--- src/rtl/saa_write_sequencer.sv ---
// Write buffer in front of the SAA1099 core: queues CPU {a0, data} writes in order and
// replays each with a setup / strobe / hold / recovery sequence on the chip bus.
module saa_write_sequencer #(
  parameter int DEPTH = 4,
  parameter int PULSE = 2,
  parameter int GAP   = 8
) (
  input  logic       clk,
  input  logic       rst_n,
  input  logic       cpu_wr,
  input  logic       cpu_a0,
  input  logic [7:0] cpu_d,
  input  logic       ovf_clr,
  output logic       cpu_wait,
  output logic       overflow,
  output logic       busy,
  output logic       saa_wr_n,
  output logic       saa_a0,
  output logic [7:0] saa_d
);
  localparam int AW   = $clog2(DEPTH);
  localparam int MAXT = (PULSE > GAP) ? PULSE : GAP;
  localparam int CW   = (MAXT > 1) ? $clog2(MAXT) : 1;
  localparam logic [AW:0] FULL = (AW+1)'(DEPTH);

  typedef enum logic [2:0] {S_IDLE, S_SETUP, S_STROBE, S_HOLD, S_GAP} state_t;

  logic [DEPTH-1:0][8:0] mem_q;
  logic [AW-1:0]         wp_q, rp_q;
  logic [AW:0]           cnt_q, cnt_d;
  state_t                state_q;
  logic [CW-1:0]         tmr_q;
  logic                  wr_n_q, a0_q, ovf_q;
  logic [7:0]            d_q;
  logic                  pop, push, drop;

  // A pop frees a slot in the same cycle, so a full FIFO still accepts a write then.
  assign pop  = (state_q == S_IDLE) && (cnt_q != '0);
  assign push = cpu_wr && ((cnt_q != FULL) || pop);
  assign drop = cpu_wr && !push;

  always_comb begin
    cnt_d = cnt_q;
    case ({push, pop})
      2'b10:   cnt_d = cnt_q + 1'b1;
      2'b01:   cnt_d = cnt_q - 1'b1;
      default: cnt_d = cnt_q;
    endcase
  end

  always_ff @(posedge clk) begin
    if (push) mem_q[wp_q] <= {cpu_a0, cpu_d};
  end

  always_ff @(posedge clk or negedge rst_n) begin
    if (!rst_n) begin
      wp_q  <= '0;
      rp_q  <= '0;
      cnt_q <= '0;
      ovf_q <= 1'b0;
    end else begin
      cnt_q <= cnt_d;
      if (push) wp_q <= wp_q + 1'b1;
      if (pop)  rp_q <= rp_q + 1'b1;
      if (drop)         ovf_q <= 1'b1;
      else if (ovf_clr) ovf_q <= 1'b0;
    end
  end

  always_ff @(posedge clk or negedge rst_n) begin
    if (!rst_n) begin
      state_q <= S_IDLE;
      tmr_q   <= '0;
      wr_n_q  <= 1'b1;
      a0_q    <= 1'b0;
      d_q     <= 8'h00;
    end else begin
      case (state_q)
        S_IDLE: if (pop) begin
          a0_q    <= mem_q[rp_q][8];
          d_q     <= mem_q[rp_q][7:0];
          state_q <= S_SETUP;
        end
        S_SETUP: begin
          wr_n_q  <= 1'b0;
          tmr_q   <= CW'(PULSE - 1);
          state_q <= S_STROBE;
        end
        S_STROBE: if (tmr_q == '0) begin
          wr_n_q  <= 1'b1;
          state_q <= S_HOLD;
        end else tmr_q <= tmr_q - 1'b1;
        S_HOLD: if (GAP > 0) begin
          tmr_q   <= CW'((GAP > 0) ? GAP - 1 : 0);
          state_q <= S_GAP;
        end else state_q <= S_IDLE;
        S_GAP: if (tmr_q == '0) state_q <= S_IDLE;
               else tmr_q <= tmr_q - 1'b1;
        default: state_q <= S_IDLE;
      endcase
    end
  end

  assign cpu_wait = (cnt_q == FULL);
  assign overflow = ovf_q;
  assign busy     = (cnt_q != '0) || (state_q != S_IDLE);
  assign saa_wr_n = wr_n_q;
  assign saa_a0   = a0_q;
  assign saa_d    = d_q;
endmodule

--- config.mk ---
export PLATFORM = sky130hd
export DESIGN_NAME = saa_write_sequencer
export DESIGN_NICKNAME = d
export VERILOG_FILES = /design/src/rtl/saa_write_sequencer.sv
export SDC_FILE = /design/constraint.sdc
export NUM_CORES = 1
export LEC_CHECK = 0
export CAP_MARGIN = 20
export CORE_MARGIN = 2
export CORE_UTILIZATION = 51
export DETAILED_ROUTE_END_ITERATION = 8
export PLACE_DENSITY = 0.75
export SLEW_MARGIN = 5
export SYNTH_ARGS = -nofsm -noshare
export SYNTH_HDL_FRONTEND = slang
export SYNTH_SLANG_ARGS = --single-unit
--- constraint.sdc ---
create_clock -name clk -period 1.95 [get_ports clk]
set_input_delay 0.2925 -clock clk [delete_from_list [all_inputs] [get_ports clk]]
set_output_delay 0.2925 -clock clk [all_outputs]
set_load 0.02 [all_outputs]
==> results.md, run 1 <==
- Status: finished, violations left
- Failing checks: negative setup slack
- Die ar.: 5765 µm²
- FILL cells: 368
- Maximum VDD drop: 0.0009569 V
- Maxcap violations: 0
- Tot GR Track Use: 17.59%
- Fraction of layout cells with a size suffix above 1: 28.99%
- Worst skew pair latency: 330 ps
- Worst slew pin tran: 496.8 ps
- Pin count of the biggest net entering global routing: 25
- Rows: 26
- Die width: 75.93 µm
- Post-CTS Hold Buffers: 0
- Ports: 26
- Cells after synthesis: 159
- EDFF count, synth: 36
- Syn Area/Cell: 16.60 µm²
- Worst EP required: 2200 ps
- Initial Utilization: 52.33%
- DPL Wire Length: 3.139 mm
- Placeable core area: 5042 µm²
- Post-synth top flop: edfxtp_1
- Most used routing layer: met2
- Skew final: 7.621 ps
- Mapped Area: 2639 µm²
- # clock sinks: 60
- ANT cells: 0
- Min Clock Period, post-route: 1967 ps
- Post-synthesis cell type count: 44
- Grt total ovfl: 0
- Reg2reg path depth: 10
- Met3 usage: 4.286%
- Fin nets: 223
- Synth Register Bits: 60
- Clock Pin Slew Worst Setup and Hold Paths: 70 ps
- P&R area growth vs syn: 21.76%
- Leak Pwr: 1.249 nW
- Setup WS post-layout: -16.71 ps
- R2R Path Start: cnt_q[0]
- Commonest non-fill, non-tap cells in the layout: 36 x edfxtp_1, 23 x clkdlybuf4s50_1, 22 x dfrtp_1
- CTS H-tree lvls: 3
- Reg area: 1684 µm²
- Commonest non-fill, non-tap cell in the layout: edfxtp_1
- Pwr Density: 1709 nW/µm²
- Via count: 1463
- Gpl congestion: 0.7944
- Hold Crit Class: in2async
- Placed Instance Area: 3043 µm²
- CTS tree: yes
- Antenna-violating nets left: 0
- CP endpoint kind: register
- Initial antenna violation count: 0
- Synth warn: 0
- Met2 usage: 29.82%
- Root Driver: clkbuf_8
- Drt wl/cell: 16.75 µm
- Number of remaining DRC errors: 0
- Drt via density: 5.282
- Die Y: 75.93 µm
- RSZ-0062 raised after global routing: true
- Post-Layout Inst Area: 3213 µm²
- Vias in the first global route: 1577
- Crit share post-route: 100.9%
- Ys async rst share: 40.00%
- Type of origin of the critical path: register
- Critical R2R Capture: cnt_q[2]
- CP Launch Point: cnt_q[0]
- Final-report setup violation count: 1
- Area occupied by multi-input gates: 884.6 µm²
- IO Port Bufs: 25
- Initial drt markers: 75
- First-pass GRT wire length: 7.693 mm
- Critical path type: reg2reg
- Critical path peak fanout: 2
- Relative slew slack: 66.88%
- Tot Pwr: 5.492 mW
- Arrival time at the worst endpoint: 2210 ps
- Post-synthesis net count: 180
- DRT Pass-1 Iters: 4
- Routed WL: 4.639 mm
- Final Hold Viols: 0
- Inserted Clock Buffers: 9
- Clock tree buffer depth: 2
- Register-to-register setup slack: -20 ps
- Sequential share of the synthesized area: 63.77%
- Met1 Track Usage GR: 20.96%
- Final Max Tran Viols: 0
- FMAX: 508.5 MHz
- Dpl ws: -76.42 ps
- Critical Path Sink: cnt_q[2]
[where the power goes]
group | internal, mW | leakage [nW] | total [mW] | switching [mW]
Combinational | 1.34 | 0.562 | 2.52 | 1.18
Clock | 0.445 | 0.0748 | 0.898 | 0.453
Sequential | 1.80 | 0.612 | 2.07 | 0.268
[flip-flops by register name (all words and copies together) (netlist names), 2 cells and up]
signal,cells
rp_q,2
wp_q,2
cnt_q,3
state_q,3
saa_d,8
tmr_q,3
mem_q,36
[synthesized netlist by cell type (all sizes together) (3+ instances only)]
| cell type | instances | area share, % |
|---|---|---|
| xnor2 | 4 | 1.3 |
| o21ai | 5 | 0.95 |
| nor2 | 5 | 0.71 |
| mux4 | 9 | 7.8 |
| clkbuf | 3 | 0.43 |
| xor2 | 3 | 1.0 |
| nor3b | 4 | 1.6 |
| buf | 4 | 1.6 |
| inv | 12 | 1.7 |
| nand2 | 3 | 0.43 |
| ha | 7 | 3.3 |
| dfrtp | 23 | 22 |
| and3 | 4 | 1.1 |
| edfxtp | 36 | 41 |
| mux2 | 10 | 5.5 |
[layout make-up]
type / instances / share of cell area [%]
clock buffers: 10 / 3.972
multi-input cells: 80 / 27.53
repair buffers: 39 / 10.98
clock inverters: 6 / 0.9735
inverters: 12 / 1.402
flip-flops and latches: 60 / 52.41
well taps: 70 / 2.726
[metal layers]
metal / up-vias / wire, µm
met3: 7 / 163
met5: - / 0
met2: 30 / 2486
li1: 684 / -
met1: 742 / 1913
met4: 0 / 74
[critical path: stages, from the launching register on]
cell and delay [ps]:
dfrtp_2 430, nor3b_4 250, nand2b_4 70, and2_4 140, inv_2 60, ha_4 130
inv_2 40, fa_2 330, xor2_1 140, nor2_1 130, xor2_1 180
[kinds of logic after synthesis]
| group | synth area share, % |
|---|---|
| AND/OR/NAND/NOR | 7.255 |
| adder cells (fa/ha/maj) | 4.078 |
| flip-flops | 63.77 |
| XOR/XNOR | 2.323 |
| multiplexers | 13.75 |
| buffers and inverters | 3.698 |
| AO/OA/AOI/OAI | 5.122 |
[repair_timing]
| item | CTS | global route |
|---|---|---|
| pin swaps | 4 | 1 |
| endpoints found under the hold margin | 0 | 0 |
| buffers inserted | 1 | 0 |
| gates resized for setup | 2 | 1 |
| setup endpoints to repair | 3 | 2 |
[per-stage QoR]
step                util [%]  cells  hold WS [ps]  setup TNS (ps)
global placement       60.35    260         496.0               0
detailed placement     60.35    260         495.4          -76.42
finish                 63.72    277         331.2          -16.71
global route           63.72    277         344.9          -115.5
floorplan                  -    159        -3.091          -122.2
CTS                    63.60    277         335.9          -22.80
[how the worst min path moves through the flow]
stage / from / endpoint / cells past startpoint
2_1_floorplan: rst_n / cnt_q[0] / 0
3_3_place_gp: saa_d[3] / saa_d[3] / 1
3_5_place_dp: saa_d[4] / saa_d[4] / 1
4_1_cts: rst_n / saa_d[6] / 2
5_1_grt: rst_n / saa_d[6] / 2
6_report: rst_n / saa_d[6] / 2
No activity file was read; power rests on OpenSTA's default activity.
==> inputs of run 2 (changes only) <==
--- a/config.mk
+++ b/config.mk
@@ -8,6 +8,7 @@
 export CAP_MARGIN = 20
 export CORE_MARGIN = 2
 export CORE_UTILIZATION = 51
+export CTS_CLUSTER_DIAMETER = 120
 export DETAILED_ROUTE_END_ITERATION = 8
 export PLACE_DENSITY = 0.75
 export SLEW_MARGIN = 5
==> results of run 2 <==
Final layout, timing and power as in run 1 (identical DEF).
==> inputs of run 3 (changes only) <==
--- a/config.mk
+++ b/config.mk
@@ -5,7 +5,7 @@
 export SDC_FILE = /design/constraint.sdc
 export NUM_CORES = 1
 export LEC_CHECK = 0
-export CAP_MARGIN = 20
+export CAP_MARGIN = 5
 export CORE_MARGIN = 2
 export CORE_UTILIZATION = 51
 export CTS_CLUSTER_DIAMETER = 120
==> results of run 3 <==
Final layout, timing and power as in run 1 (identical DEF).
